==> src/rtl/scan_test_ctrl_if.sv <==
// Scan test controller bus: start/pattern request, chain scan signals and
// result reporting. The expected/fail pair exists only when
// SCAN_TEST_CTRL_COMPARE_EN is defined.
interface scan_test_ctrl_if #(
  parameter int unsigned CHAIN_LEN = 14
);
  logic                 start;
  logic [CHAIN_LEN-1:0] pattern;
  logic                 scan_out;
  logic                 test_se;
  logic                 test_si;
  logic                 busy;
  logic                 done;
  logic [CHAIN_LEN-1:0] response;
`ifdef SCAN_TEST_CTRL_COMPARE_EN
  logic [CHAIN_LEN-1:0] expected;
  logic                 fail;

  modport slave (
    input  start, pattern, scan_out, expected,
    output test_se, test_si, busy, done, response, fail
  );

  modport master (
    output start, pattern, scan_out, expected,
    input  test_se, test_si, busy, done, response, fail
  );
`else
  modport slave (
    input  start, pattern, scan_out,
    output test_se, test_si, busy, done, response
  );

  modport master (
    output start, pattern, scan_out,
    input  test_se, test_si, busy, done, response
  );
`endif
endinterface

==> src/rtl/scan_test_ctrl.sv <==
// Scan test controller: shifts a latched pattern into a scan chain, pulses
// one capture cycle, then shifts the chain contents out into response.
// Optional macro SCAN_TEST_CTRL_COMPARE_EN adds expected/fail result check.
module scan_test_ctrl #(
  parameter int unsigned CHAIN_LEN = 14,
  parameter int unsigned CNT_W     = 4
) (
  input logic              CK,
  input logic              RN,
  scan_test_ctrl_if.slave  bus
);

  typedef enum logic [2:0] {
    S_IDLE,
    S_SHIFT_IN,
    S_CAPTURE,
    S_SHIFT_OUT,
    S_DONE
  } state_t;

  localparam logic [CNT_W-1:0] LAST = CNT_W'(CHAIN_LEN - 1);

  state_t               state_q, state_d;
  logic [CNT_W-1:0]     cnt_q, cnt_d;
  logic [CNT_W-1:0]     ridx;
  logic [CHAIN_LEN-1:0] pattern_q, pattern_d;
  logic [CHAIN_LEN-1:0] response_q, response_d;
  logic                 test_se, test_si, busy, done;
`ifdef SCAN_TEST_CTRL_COMPARE_EN
  logic [CHAIN_LEN-1:0] expected_q, expected_d;
  logic                 fail_q, fail_d;
`endif

  // State, counter, latched stimulus and captured response registers
  always_ff @(posedge CK or negedge RN) begin
    if (!RN) begin
      state_q    <= S_IDLE;
      cnt_q      <= '0;
      pattern_q  <= '0;
      response_q <= '0;
`ifdef SCAN_TEST_CTRL_COMPARE_EN
      expected_q <= '0;
      fail_q     <= 1'b0;
`endif
    end else begin
      state_q    <= state_d;
      cnt_q      <= cnt_d;
      pattern_q  <= pattern_d;
      response_q <= response_d;
`ifdef SCAN_TEST_CTRL_COMPARE_EN
      expected_q <= expected_d;
      fail_q     <= fail_d;
`endif
    end
  end

  // Next-state and chain-control decode; the same reversed index walks the
  // pattern MSB-first during shift-in and fills response MSB-first on shift-out
  always_comb begin
    state_d    = state_q;
    cnt_d      = cnt_q;
    pattern_d  = pattern_q;
    response_d = response_q;
    test_se    = 1'b0;
    test_si    = 1'b0;
    busy       = 1'b0;
    done       = 1'b0;
    ridx       = LAST - cnt_q;
`ifdef SCAN_TEST_CTRL_COMPARE_EN
    expected_d = expected_q;
    fail_d     = fail_q;
`endif

    case (state_q)
      S_IDLE: begin
        if (bus.start) begin
          pattern_d = bus.pattern;
`ifdef SCAN_TEST_CTRL_COMPARE_EN
          expected_d = bus.expected;
`endif
          state_d = S_SHIFT_IN;
          cnt_d   = '0;
        end
      end

      S_SHIFT_IN: begin
        test_se = 1'b1;
        busy    = 1'b1;
        test_si = pattern_q[ridx];
        if (cnt_q == LAST) begin
          state_d = S_CAPTURE;
          cnt_d   = '0;
        end else begin
          cnt_d = cnt_q + 1'b1;
        end
      end

      S_CAPTURE: begin
        busy    = 1'b1;
        state_d = S_SHIFT_OUT;
        cnt_d   = '0;
      end

      S_SHIFT_OUT: begin
        test_se          = 1'b1;
        busy             = 1'b1;
        response_d[ridx] = bus.scan_out;
        if (cnt_q == LAST) begin
          state_d = S_DONE;
          cnt_d   = '0;
`ifdef SCAN_TEST_CTRL_COMPARE_EN
          // Evaluated on the final response so fail is valid throughout DONE
          fail_d = (response_d != expected_q);
`endif
        end else begin
          cnt_d = cnt_q + 1'b1;
        end
      end

      S_DONE: begin
        done  = 1'b1;
        cnt_d = '0;
        if (bus.start) begin
          pattern_d = bus.pattern;
`ifdef SCAN_TEST_CTRL_COMPARE_EN
          expected_d = bus.expected;
`endif
          state_d = S_SHIFT_IN;
        end else begin
          state_d = S_IDLE;
        end
      end

      default: begin
        state_d = S_IDLE;
        cnt_d   = '0;
      end
    endcase
  end

  assign bus.test_se  = test_se;
  assign bus.test_si  = test_si;
  assign bus.busy     = busy;
  assign bus.done     = done;
  assign bus.response = response_q;
`ifdef SCAN_TEST_CTRL_COMPARE_EN
  assign bus.fail     = fail_q;
`endif

endmodule

==> src/flat_wrapper.sv <==
// flat-port wrapper written by rule: the top's interface ports become plain ports
module scan_test_ctrl_flat 
#(
  parameter int unsigned CHAIN_LEN = 14,
  parameter int unsigned CNT_W     = 4
)
  (CK, RN, bus_start, bus_pattern, bus_scan_out, bus_test_se, bus_test_si, bus_busy, bus_done, bus_response);
  scan_test_ctrl_if #(.CHAIN_LEN(CHAIN_LEN)) bus_i ();
  input logic CK;
  input logic RN;
  input wire logic [$bits(bus_i.start)-1:0] bus_start;
  input wire logic [$bits(bus_i.pattern)-1:0] bus_pattern;
  input wire logic [$bits(bus_i.scan_out)-1:0] bus_scan_out;
  output wire logic [$bits(bus_i.test_se)-1:0] bus_test_se;
  output wire logic [$bits(bus_i.test_si)-1:0] bus_test_si;
  output wire logic [$bits(bus_i.busy)-1:0] bus_busy;
  output wire logic [$bits(bus_i.done)-1:0] bus_done;
  output wire logic [$bits(bus_i.response)-1:0] bus_response;
  assign bus_i.start = bus_start;
  assign bus_i.pattern = bus_pattern;
  assign bus_i.scan_out = bus_scan_out;
  assign bus_test_se = bus_i.test_se;
  assign bus_test_si = bus_i.test_si;
  assign bus_busy = bus_i.busy;
  assign bus_done = bus_i.done;
  assign bus_response = bus_i.response;
  scan_test_ctrl #(.CHAIN_LEN(CHAIN_LEN), .CNT_W(CNT_W)) u_core (.CK(CK), .RN(RN), .bus(bus_i));
endmodule
==> config.mk <==
export PLATFORM = sky130hd
export DESIGN_NAME = scan_test_ctrl_flat
export DESIGN_NICKNAME = d
export VERILOG_FILES = /design/src/rtl/scan_test_ctrl_if.sv /design/src/rtl/scan_test_ctrl.sv /design/src/flat_wrapper.sv
export SDC_FILE = /design/constraint.sdc
export NUM_CORES = 1
export LEC_CHECK = 0
export ABC_AREA = 1
export BUFFER_PORTS_ARGS = -buffer_cell sky130_fd_sc_hd__buf_4
export CORE_MARGIN = 2
export CORE_UTILIZATION = 54
export CTS_CLUSTER_SIZE = 8
export DETAILED_ROUTE_END_ITERATION = 10
export PLACE_DENSITY = 0.79
export SYNTH_ARGS = -nofsm -noshare
export SYNTH_HDL_FRONTEND = slang
export SYNTH_SLANG_ARGS = --single-unit
==> constraint.sdc <==
create_clock -name CK -period 2 [get_ports CK]
set_input_delay 0.3 -clock CK [delete_from_list [all_inputs] [get_ports CK]]
set_output_delay 0.3 -clock CK [all_outputs]
set_load 0.1 [all_outputs]
==> results.txt, run 1 <==
----------------------------------------------------
[Outcome]
  Outcome ... complete, but fails checks
  Violations in the final reports ... negative setup slack

[Synth]
  Cells after synthesis ... 221
  Syn_area_per_cell ... 7.93 um^2
  Net count of the mapped netlist ... 246
  Mapped Area ... 1750 um^2
  Register bit total from synthesis ... 35
  YS warnings ... 0
  Synth area leaders ... sky130_fd_sc_hd__dfrtp_1, sky130_fd_sc_hd__nand2_1, sky130_fd_sc_hd__nor2_1, sky130_fd_sc_hd__o21ai_0, sky130_fd_sc_hd__inv_1
  Number of distinct library cells after synthesis ... 19
  Area share of the leading cell type in the synthesized netlist ... 50.0%
  Part of the Yosys area used for sequential elements ... 50.0%
  Leading area contributor after synthesis ... sky130_fd_sc_hd__dfrtp_1

[Finish]
  Layout overhead on the synthesized area ... 28.9%
  Most common library cell in the layout ignoring fill and taps ... sky130_fd_sc_hd__nand2_1
  Commonest cells after routing, fill and taps aside ... sky130_fd_sc_hd__nand2_1, sky130_fd_sc_hd__buf_4, sky130_fd_sc_hd__dfrtp_1
  Post-layout net count ... 295
  Fill cell instance count of the final layout ... 254
  Footprint of the flip-flops and latches ... 880 um^2
  Fraction of layout instances using a drive strength above 1 ... 30.3%
  Ant. Diodes ... 0
  Core occupancy in the finished layout ... 73.3%
  Multi-input gate area in the final layout ... 805 um^2

[Clock network]
  Worst-skew pair later-pin latency ... 0.33 ns
  Max Buffers Root-to-Sink ... 2
  Clock transition at the registers of the reported paths ... 0.10 ns
  CTS Root Cell ... sky130_fd_sc_hd__clkbuf_4
  Clock tree from TritonCTS ... yes
  H-tree lvl count ... 2
  TritonCTS Sinks ... 35
  Number of buffers created by CTS ... 5

[Die]
  Starting Density ... 56.9%
  Area enclosed by the die boundary ... 3720 um^2
  Die width ... 61.0 um
  Row count ... 20
  Area of the core ... 3080 um^2
  Overall die height ... 61.0 um
  Number of placed I/O pins ... 36

[STA]
  Final Hold Fails ... 0
  Setup TNS after final layout ... -0.0240 ns
  Count of pins over their slew limit ... 0
  Worst-margin pin slew ... 0.421 ns
  RSZ-0062 raised after global routing ... yes
  Worst Clk Skew ... 0.0115 ns
  Max_slew headroom ... 71.9%
  Period Utilization, post-route ... 101%
  PnR worst setup slack ... -0.0240 ns
  Final min period ... 2.02 ns
  Highest clock frequency the design can meet ... 494 MHz
  Count of final setup violators ... 1

[Worst setup path]
  Launch point of the critical path ... u_core.cnt_q[1]
  Maximum fanout along the worst path ... 3
  Worst Path Arrival ... 1.72 ns
  CP Data Required Time ... 1.70 ns
  Launching element type of the critical path ... flop
  Critical path capture point type ... primary output
  Reg2Reg Launch Point ... u_core.cnt_q[2]
  Type of the setup path with the least slack ... reg2out

[GRT]
  Total congestion overflow ... 0
  Initial antenna violation count ... 0
  First-pass GRT wire length ... 6.06 mm
  Number of global-route vias before repair ... 1427
  Total GRT Usage ... 22.3%
  Maximum number of pins on one net before global-route repair ... 36

[Hold path]
  Hold/Removal Path Class ... in2reg
  Hold path start ... bus_pattern[12]

[Route]
  Remaining design rule violation count ... 0
  Iteration-0 DRC count of the detailed router ... 60
  Avg Vias per Cell ... 4.80
  Post-Route WL ... 3.61 mm
  Detailed-route wire length per cell ... 11.5 um
  Post-route ant nets ... 0
  Total routed wire length on the met1 layer ... 1.72 mm
  Pre-antenna DRT Iters ... 4
  Count of vias placed by the detailed router ... 1513
  Detailed route wirelength on metal2 ... 1.69 mm
  Met3 WL ... 149 um
  Highest layer used for signal routing ... met4

[Job]
  Max Cap Violations ... 0

[Placement]
  Placer's final routability congestion estimate ... 0.783
  Number of buffers added on ports ... 35
  DP Worst Slack ... 0.183 ns
  Detailed Place HPWL ... 2.54 mm

----------------------------------------------------
## worst max-delay path, cell delays in order (launching register included)
cell,delay (ns)
sky130_fd_sc_hd__dfrtp_2,0.42
sky130_fd_sc_hd__inv_2,0.07
sky130_fd_sc_hd__ha_4,0.29
sky130_fd_sc_hd__inv_2,0.05
sky130_fd_sc_hd__nor2_2,0.10
sky130_fd_sc_hd__nand2_1,0.06
sky130_fd_sc_hd__nand2_1,0.07
sky130_fd_sc_hd__nor2_2,0.05
sky130_fd_sc_hd__nor2_4,0.10
sky130_fd_sc_hd__buf_12,0.18
## cells in the mapped netlist
cell type and count:
sky130_fd_sc_hd__nor3_1 1, sky130_fd_sc_hd__clkbuf_1 1, sky130_fd_sc_hd__buf_2 1, sky130_fd_sc_hd__nor2_4 2, sky130_fd_sc_hd__o21ai_0 20, sky130_fd_sc_hd__and3_1 1
sky130_fd_sc_hd__nor3_2 1, sky130_fd_sc_hd__a21oi_1 12, sky130_fd_sc_hd__dfrtp_1 35, sky130_fd_sc_hd__nand3_1 15, sky130_fd_sc_hd__nand2_2 4, sky130_fd_sc_hd__ha_1 7
sky130_fd_sc_hd__nand2_1 58, sky130_fd_sc_hd__inv_2 3, sky130_fd_sc_hd__nor2_1 29, sky130_fd_sc_hd__inv_1 25, sky130_fd_sc_hd__nor2_2 3, sky130_fd_sc_hd__nand3_2 1
sky130_fd_sc_hd__buf_4 2
## layout make-up
class                      instances  area share, %
sequential                        35           39.0
multi-input combinational        154           35.6
timing repair buffer              46           16.0
inverter                          28           4.77
tap                               44           2.44
clock buffer                       7           2.00
clock inverter                     1          0.222
## sequential cells by signal, summed over array words and instances, names as in the netlist
signal and cells:
u_core.pattern_q 14, u_core.state_q 3, u_core.bus.response 14, u_core.cnt_q 4
## path summary, 6_finish.rpt
path                                           to  slack (ns)  depth (start not counted)
setup reg to reg           u_core.bus.response[1]        0.39                         11
setup / recovery                      bus_test_si       -0.02                          9
hold / removal               u_core.pattern_q[12]        0.17                          3
max in group asynchronous         u_core.cnt_q[0]        1.23                          2
min in group asynchronous         u_core.cnt_q[2]        0.44                          2
hold reg to reg              u_core.pattern_q[12]        0.49                          2
## layer usage
metal	GRT usage (%)	up-vias
li1	-	794
met1	29.0	673
met2	35.9	38
met3	5.12	8
met4	9.63	0
met5	0	-
## logic make-up (layout without fill, tap and decap cells)
kind of cell               after synthesis  in the layout  share of synthesized area (%)
DFF                                     35             35                           50.0
adders and majority gates                7              7                           5.00
and+or+nand+nor                        115            115                           28.5
AOI/OAI and AO/OA                       32             32                           9.14
buffers and inverters                   32             82                           7.36
## per-stage QoR
stage	instances	area, um^2	hold slack [ns]
final	315	2260	0.166
after global routing	315	2260	0.152
after CTS	315	2240	0.158
after detailed placement	302	2100	0.270
after global placement	302	2100	0.276
after floorplan	221	1760	0.00441
## what timing repair did
action	CTS	global route
hold buffers	1	0
endpoints found under the hold margin	35	0
setup buffers	4	0
endpoints found under the setup margin	1	1
pin swaps	3	5
resized for setup	13	7
Power of run 1 is left out: the tool's default activity adds up to more than one toggle a clock period on the data nets, which glitch-free logic cannot reach.
==> inputs of run 2 (changes only) <==
- RECOVER_POWER: not set -> 25
- clock period: 2 -> 2.15 ns (I/O delays scaled with it)
==> run 2 against run 1 <==
Against the previous run: highest routed layer unchanged; the run still ends with negative setup slack left; non-clock buffer count fell by 1; clock skew fell by 0.0091 ns; critical path depth increased by 1; largest cell class unchanged.
==> results.txt, run 2 (synthesis results as in run 1) <==
----------------------------------------------------
[Finish]
  Core occupancy in the finished layout ... 73.5% (+0.12 points)
  Commonest cells after routing, fill and taps aside ... sky130_fd_sc_hd__nand2_1, sky130_fd_sc_hd__buf_4, sky130_fd_sc_hd__dfrtp_1
  Most common library cell in the layout ignoring fill and taps ... sky130_fd_sc_hd__nand2_1
  Fill cell instance count of the final layout ... 248 (-2.4%)
  Ant. Diodes ... 0 (unchanged)
  Layout overhead on the synthesized area ... 29.1%
  Footprint of the flip-flops and latches ... 877 um^2 (-0.28%)
  Post-layout net count ... 294 (-0.34%)
  Multi-input gate area in the final layout ... 802 um^2 (-0.31%)
  Fraction of layout instances using a drive strength above 1 ... 29.6% (-0.63 points)

[Die]
  Area of the core ... 3080 um^2 (unchanged)
  Area enclosed by the die boundary ... 3720 um^2 (unchanged)
  Row count ... 20 (unchanged)
  Die width ... 61.0 um (unchanged)
  Number of placed I/O pins ... 36 (unchanged)
  Overall die height ... 61.0 um (unchanged)
  Starting Density ... 56.9% (unchanged)

[Worst setup path]
  Number of cells on the critical path ... 10 (+1)
  Reg2Reg Launch Point ... u_core.cnt_q[2]
  Family with the most delay on the worst path ... simple AND/OR/NAND/NOR gates
  RR Endpoint ... u_core.bus.response[8]
  CP Data Required Time ... 1.83 ns (+0.13 ns)
  Type of the setup path with the least slack ... reg2out
  R2r setup slk ... 0.58 ns (+0.19 ns)
  R2R cell count ... 10 (-1)
  Maximum fanout along the worst path ... 3 (unchanged)
  Number of buffers and inverters on the critical path ... 2 (-1)
  Critical path capture point type ... primary output
  Cell Chain, Critical Path ... ha_2 -> inv_2 -> nand2_2 -> nand2_2 -> nor2_4 -> nand2_1 -> nand2_1 -> nor2_2 -> nor2_4 -> buf_12
  Launching element type of the critical path ... flop
  Cell with the biggest individual delay on the critical path ... sky130_fd_sc_hd__dfrtp_1
  Worst Path Arrival ... 1.85 ns (+0.13 ns)
  Largest incremental delay on the critical path ... 0.44 ns (+0.02 ns)

[Clock network]
  Clock tree from TritonCTS ... yes
  Worst-skew pair later-pin latency ... 0.33 ns (about the same)
  TritonCTS Sinks ... 35 (unchanged)
  Max Buffers Root-to-Sink ... 2 (unchanged)
  Number of buffers created by CTS ... 5 (unchanged)
  Clock transition at the registers of the reported paths ... 0.10 ns (about the same)
  CTS Root Cell ... sky130_fd_sc_hd__clkbuf_4
  H-tree lvl count ... 2 (unchanged)

[Route]
  Iteration-0 DRC count of the detailed router ... 82 (+37%)
  Post-route ant nets ... 0 (unchanged)
  Detailed-route wire length per cell ... 11.6 um (+1.5%)
  Post-Route WL ... 3.65 mm (+1.1%)
  Remaining design rule violation count ... 0 (unchanged)
  Avg Vias per Cell ... 4.94 (+2.8%)
  Pre-antenna DRT Iters ... 4 (unchanged)
  Count of vias placed by the detailed router ... 1550 (+2.4%)

[STA]
  Worst Clk Skew ... 0.00235 ns (-0.00913 ns)
  Highest clock frequency the design can meet ... 459 MHz
  Final min period ... 2.18 ns
  Count of final setup violators ... 1 (unchanged)
  Max_slew headroom ... 44.2% (-28 points)
  Worst-margin pin slew ... 0.837 ns (+0.416 ns)
  PnR worst setup slack ... -0.0266 ns (-0.00267 ns)
  Period Utilization, post-route ... 101%
  Count of pins over their slew limit ... 0 (unchanged)
  Final Hold Fails ... 0 (unchanged)
  RSZ-0062 raised after global routing ... yes
  Setup TNS after final layout ... -0.0266 ns (-0.00267 ns)

[Placement]
  Number of buffers added on ports ... 35 (unchanged)
  DP Worst Slack ... 0.214 ns (+0.0313 ns)
  Detailed Place HPWL ... 2.50 mm (-1.6%)
  Placer's final routability congestion estimate ... 0.824 (+5.2%)

[GRT]
  Maximum number of pins on one net before global-route repair ... 36 (unchanged)
  First-pass GRT wire length ... 5.48 mm (-9.6%)
  Total congestion overflow ... 0 (unchanged)
  Total GRT Usage ... 20.9% (-1.4 points)
  Initial antenna violation count ... 0 (unchanged)
  Number of global-route vias before repair ... 1275 (-11%)

[Outcome]
  Outcome ... complete, but fails checks
  Violations in the final reports ... negative setup slack

[Hold path]
  Hold path start ... bus_pattern[12]
  Hold path endpoint ... u_core.pattern_q[12]
  Hold depth ... 3 (unchanged)
  Hold/Removal Path Class ... in2reg

[Job]
  Max Cap Violations ... 0 (unchanged)

----------------------------------------------------
[run 2: cell count changes in the layout (fill, tap and decap cells not counted), sizes merged]
cell	before	now
buf	45	43
clkinv	1	0
clkbuf	7	9
[run 2: metal layers]
metal / GRT usage [%] / share of wire [%] / vias to the layer above
li1: - / - / 790
met1: 26.6 / 46 / 703
met2: 32.6 / 46 / 43
met3: 6.61 / 4.6 / 14
met4: 9.94 / 3.6 / 0
met5: 0 / 0 / -
[run 2: final cells by class]
cell class	count	share of cell area [%]
Timing Repair Buffer	45	15.5
Multi-Input combinational cell	154	35.5
Tap cell	44	2.43
Inverter	28	4.76
Clock buffer	8	3.04
Sequential cell	35	38.8
[run 2: worst min-delay path: stages]
cell and delay, ns:
sky130_fd_sc_hd__buf_4 0.07, sky130_fd_sc_hd__nand2_1 0.04, sky130_fd_sc_hd__nand2_1 0.05
[run 2: how the worst max path moves through the flow]
| stage | start | endpoint |
|---|---|---|
| after floorplan | u_core.cnt_q[1] | bus_test_si |
| after global placement | u_core.cnt_q[1] | bus_test_si |
| after detailed placement | u_core.cnt_q[1] | bus_test_si |
| after CTS | u_core.cnt_q[1] | bus_test_si |
| after global routing | u_core.cnt_q[2] | bus_test_si |
| final | u_core.cnt_q[2] | bus_test_si |
[run 2: what timing repair did]
item,CTS,global route
hold buffers,1,0
gates resized for setup,4,14
buffers inserted,2,4
hold endpoints to repair,35,0
pin swaps,0,8
endpoints found under the setup margin,1,1
[run 2: through the flow]
| step | cells | cell area, um^2 | hold slack (ns) |
|---|---|---|---|
| floorplan | 221 | 1760 | 0.0269 |
| global placement | 299 | 2080 | 0.296 |
| detailed placement | 299 | 2080 | 0.294 |
| CTS | 310 | 2190 | 0.168 |
| global route | 314 | 2260 | 0.176 |
| finish | 314 | 2260 | 0.177 |
Power of run 2 is left out for the same reason.
==> inputs of run 3 (changes only) <==
- ABC_AREA: 1 -> not set
- PLACE_DENSITY: 0.79 -> not set
- PLACE_DENSITY_LB_ADDON: not set -> 0.12
==> run 3 against run 2 <==
Against the previous run: the flow still finishes with violations (negative setup slack); global-route usage is 0.43 points higher; register-to-register slack worse by 0.41 ns; final area is 5.5% lower; clock skew is 0.0043 ns higher; largest cell class unchanged; maximum frequency is 4.1% lower.
==> results.txt, run 3 <==
----------------------------------------------------
[Worst setup path]
  Launching element type of the critical path ... flop
  Worst Path Arrival ... 1.95 ns (+0.10 ns)
  Largest incremental delay on the critical path ... 0.52 ns (+0.08 ns)
  Number of buffers and inverters on the critical path ... 1 (-1)
  Cell Chain, Critical Path ... mux4_2 -> mux2_4 -> o21ai_2 -> a21oi_2 -> buf_12
  Cell with the biggest individual delay on the critical path ... sky130_fd_sc_hd__mux4_2
  Critical path capture point type ... primary output
  Type of the setup path with the least slack ... reg2out
  Family with the most delay on the worst path ... multiplexers
  Maximum fanout along the worst path ... 3 (unchanged)
  CP Data Required Time ... 1.83 ns (about the same)

[Route]
  Detailed route wirelength on metal2 ... 1.62 mm (-3.0%)
  Avg Vias per Cell ... 5.29 (+7.2%)
  Met3 WL ... 167 um (unchanged)
  Count of vias placed by the detailed router ... 1185 (-24%)
  Post-Route WL ... 3.30 mm (-9.6%)
  Remaining design rule violation count ... 0 (unchanged)
  Pre-antenna DRT Iters ... 4 (unchanged)
  Highest layer used for signal routing ... met4
  Iteration-0 DRC count of the detailed router ... 27 (-67%)
  Detailed-route wire length per cell ... 14.7 um (+27%)
  Post-route ant nets ... 0 (unchanged)
  Total routed wire length on the met1 layer ... 1.48 mm (-12%)

[Finish]
  Core occupancy in the finished layout ... 70.0% (-3.5 points)
  Ant. Diodes ... 0 (unchanged)
  Commonest cells after routing, fill and taps aside ... sky130_fd_sc_hd__buf_4, sky130_fd_sc_hd__dfrtp_1, sky130_fd_sc_hd__mux2_1
  Most common library cell in the layout ignoring fill and taps ... sky130_fd_sc_hd__buf_4
  Fraction of layout instances using a drive strength above 1 ... 32.8% (+3.1 points)
  Post-layout net count ... 204 (-31%)
  Fill cell instance count of the final layout ... 231 (-6.9%)
  Layout overhead on the synthesized area ... 22.7%

[STA]
  PnR worst setup slack ... -0.119 ns (-0.0927 ns)
  Period Utilization, post-route ... 106% (+4.3 points)
  Final Hold Fails ... 0 (unchanged)
  RSZ-0062 raised after global routing ... yes
  Count of final setup violators ... 1 (unchanged)
  Final hold slack ... 0.184 ns (+0.00707 ns)
  Count of pins over their slew limit ... 0 (unchanged)
  Worst-margin pin slew ... 0.849 ns (+0.0112 ns)
  Highest clock frequency the design can meet ... 441 MHz (-4.1%)
  Final min period ... 2.27 ns (+0.0927 ns)
  Max_slew headroom ... 43.4% (-0.75 points)
  Worst Clk Skew ... 0.00669 ns (+0.00434 ns)

[Die]
  Die width ... 60.8 um (-0.30%)
  Area of the core ... 3050 um^2 (-0.81%)
  Starting Density ... 57.0% (+0.098 points)
  Row count ... 20 (unchanged)
  Overall die height ... 60.8 um (-0.30%)
  Area enclosed by the die boundary ... 3690 um^2 (-0.61%)
  Number of placed I/O pins ... 36 (unchanged)

[GRT]
  Total congestion overflow ... 0 (unchanged)
  Maximum number of pins on one net before global-route repair ... 36 (unchanged)
  First-pass GRT wire length ... 5.52 mm (+0.77%)
  Total GRT Usage ... 21.3% (+0.43 points)
  Number of global-route vias before repair ... 1135 (-11%)
  Initial antenna violation count ... 0 (unchanged)

[Clock network]
  Number of buffers created by CTS ... 5 (unchanged)
  TritonCTS Sinks ... 35 (unchanged)
  Clock tree from TritonCTS ... yes
  Worst-skew pair later-pin latency ... 0.34 ns (about the same)
  Max Buffers Root-to-Sink ... 2 (unchanged)
  H-tree lvl count ... 2 (unchanged)
  Clock transition at the registers of the reported paths ... 0.11 ns (about the same)
  CTS Root Cell ... sky130_fd_sc_hd__clkbuf_4

[Synth]
  Area share of the leading cell type in the synthesized netlist ... 50.3% (+0.32 points)
  Cells after synthesis ... 138 (-38%)
  Register bit total from synthesis ... 35 (unchanged)
  Predominant post-synthesis flop cell ... sky130_fd_sc_hd__dfrtp_1
  Most numerous cell in the Yosys netlist ... sky130_fd_sc_hd__dfrtp_1
  Count of flip-flops with a built-in enable after synthesis ... 0 (unchanged)
  Leading area contributor after synthesis ... sky130_fd_sc_hd__dfrtp_1
  Net count of the mapped netlist ... 163 (-34%)
  Synth area leaders ... sky130_fd_sc_hd__dfrtp_1, sky130_fd_sc_hd__mux2_1, sky130_fd_sc_hd__ha_1, sky130_fd_sc_hd__mux4_1, sky130_fd_sc_hd__nor3_1
  YS warnings ... 0 (unchanged)
  Syn_area_per_cell ... 12.6 um^2 (+59%)
  Part of the Yosys area used for sequential elements ... 50.3% (+0.32 points)
  List of most frequent post-synthesis cells ... sky130_fd_sc_hd__dfrtp_1, sky130_fd_sc_hd__mux2_1, sky130_fd_sc_hd__nor3_1, sky130_fd_sc_hd__nand2_1
  Synth async-reset ratio ... 100% (unchanged)
  Mapped Area ... 1740 um^2 (-0.64%)
  Number of distinct library cells after synthesis ... 31 (+12)

[Job]
  Max Cap Violations ... 0 (unchanged)

[Outcome]
  Outcome ... complete, but fails checks
  Violations in the final reports ... negative setup slack

[Placement]
  Placer's final routability congestion estimate ... 0.802 (-2.7%)
  Detailed Place HPWL ... 2.40 mm (-4.0%)
  Number of buffers added on ports ... 35 (unchanged)

[Hold path]
  Hold/Removal Path Class ... in2reg

----------------------------------------------------
==> run 3: cell type report <==
| class | instances | area [um^2] | area share, % |
|---|---|---|---|
| clock buffer | 6 | 41.3 | 1.93 |
| clock inverter | 2 | 12.5 | 0.586 |
| inverter | 4 | 15.0 | 0.703 |
| multi-input combinational | 91 | 808 | 37.8 |
| sequential | 35 | 876 | 41.0 |
| tap | 44 | 55.1 | 2.58 |
| timing repair buffer | 42 | 328 | 15.3 |
==> run 3: routing by layer <==
metal / vias up / GRT usage, %
met3: 5 / 8.10
met5: - / 0
li1: 572 / -
met2: 28 / 31.0
met1: 580 / 29.0
met4: 0 / 8.39
==> run 3: cell families (layout without fill, tap and decap cells) <==
family / after synthesis / count (layout) / share of synthesized area [%]
and+or+nand+nor: 36 / 36 / 10.4
buffers and inverters: 12 / 54 / 4.10
AOI/OAI and AO/OA: 12 / 12 / 4.24
xor gates and xnor gates: 2 / 2 / 1.44
DFF: 35 / 35 / 50.3
adders and majority gates: 7 / 7 / 5.03
muxes: 34 / 34 / 24.4
==> run 3: path summary, 6_finish.rpt <==
check / from / to / slack (ns) / cells past startpoint
max in group asynchronous: RN / u_core.pattern_q[13] / 1.01 / 2
min reg2reg: u_core.bus.response[6] / u_core.bus.response[6] / 0.50 / 1
max: u_core.cnt_q[0] / bus_test_si / -0.12 / 5
max reg2reg: u_core.cnt_q[1] / u_core.bus.response[4] / 0.17 / 7
min: bus_pattern[9] / u_core.pattern_q[9] / 0.18 / 2
min in group asynchronous: RN / u_core.bus.response[0] / 0.60 / 2
==> run 3: worst reg2reg max path, delay by kind of cell (launching register included) <==
kind | cells | cell delay [ns]
flops | 1 | 0.37
fa+ha+maj | 1 | 0.42
simple gates | 2 | 0.27
mux | 1 | 0.35
buf+inv | 3 | 0.46
==> run 3: repair_timing <==
action                                 4_1_cts  5_1_grt
setup buffers                                2        0
hold buffers                                 1        0
gates resized for setup                      6        3
endpoints found under the hold margin       35        0
pin swaps                                    1        1
setup endpoints to repair                    1        1
==> run 3: per-stage QoR <==
stage	TNS [ns]	std cells	worst slack, ns	area (um^2)
floorplan	-0.301	138	-0.301	1750
global placement	0	213	0.181	2040
detailed placement	0	213	0.124	2040
CTS	-0.128	224	-0.128	2130
global route	-0.201	224	-0.201	2140
finish	-0.119	224	-0.119	2140
Power of run 3 is left out for the same reason.
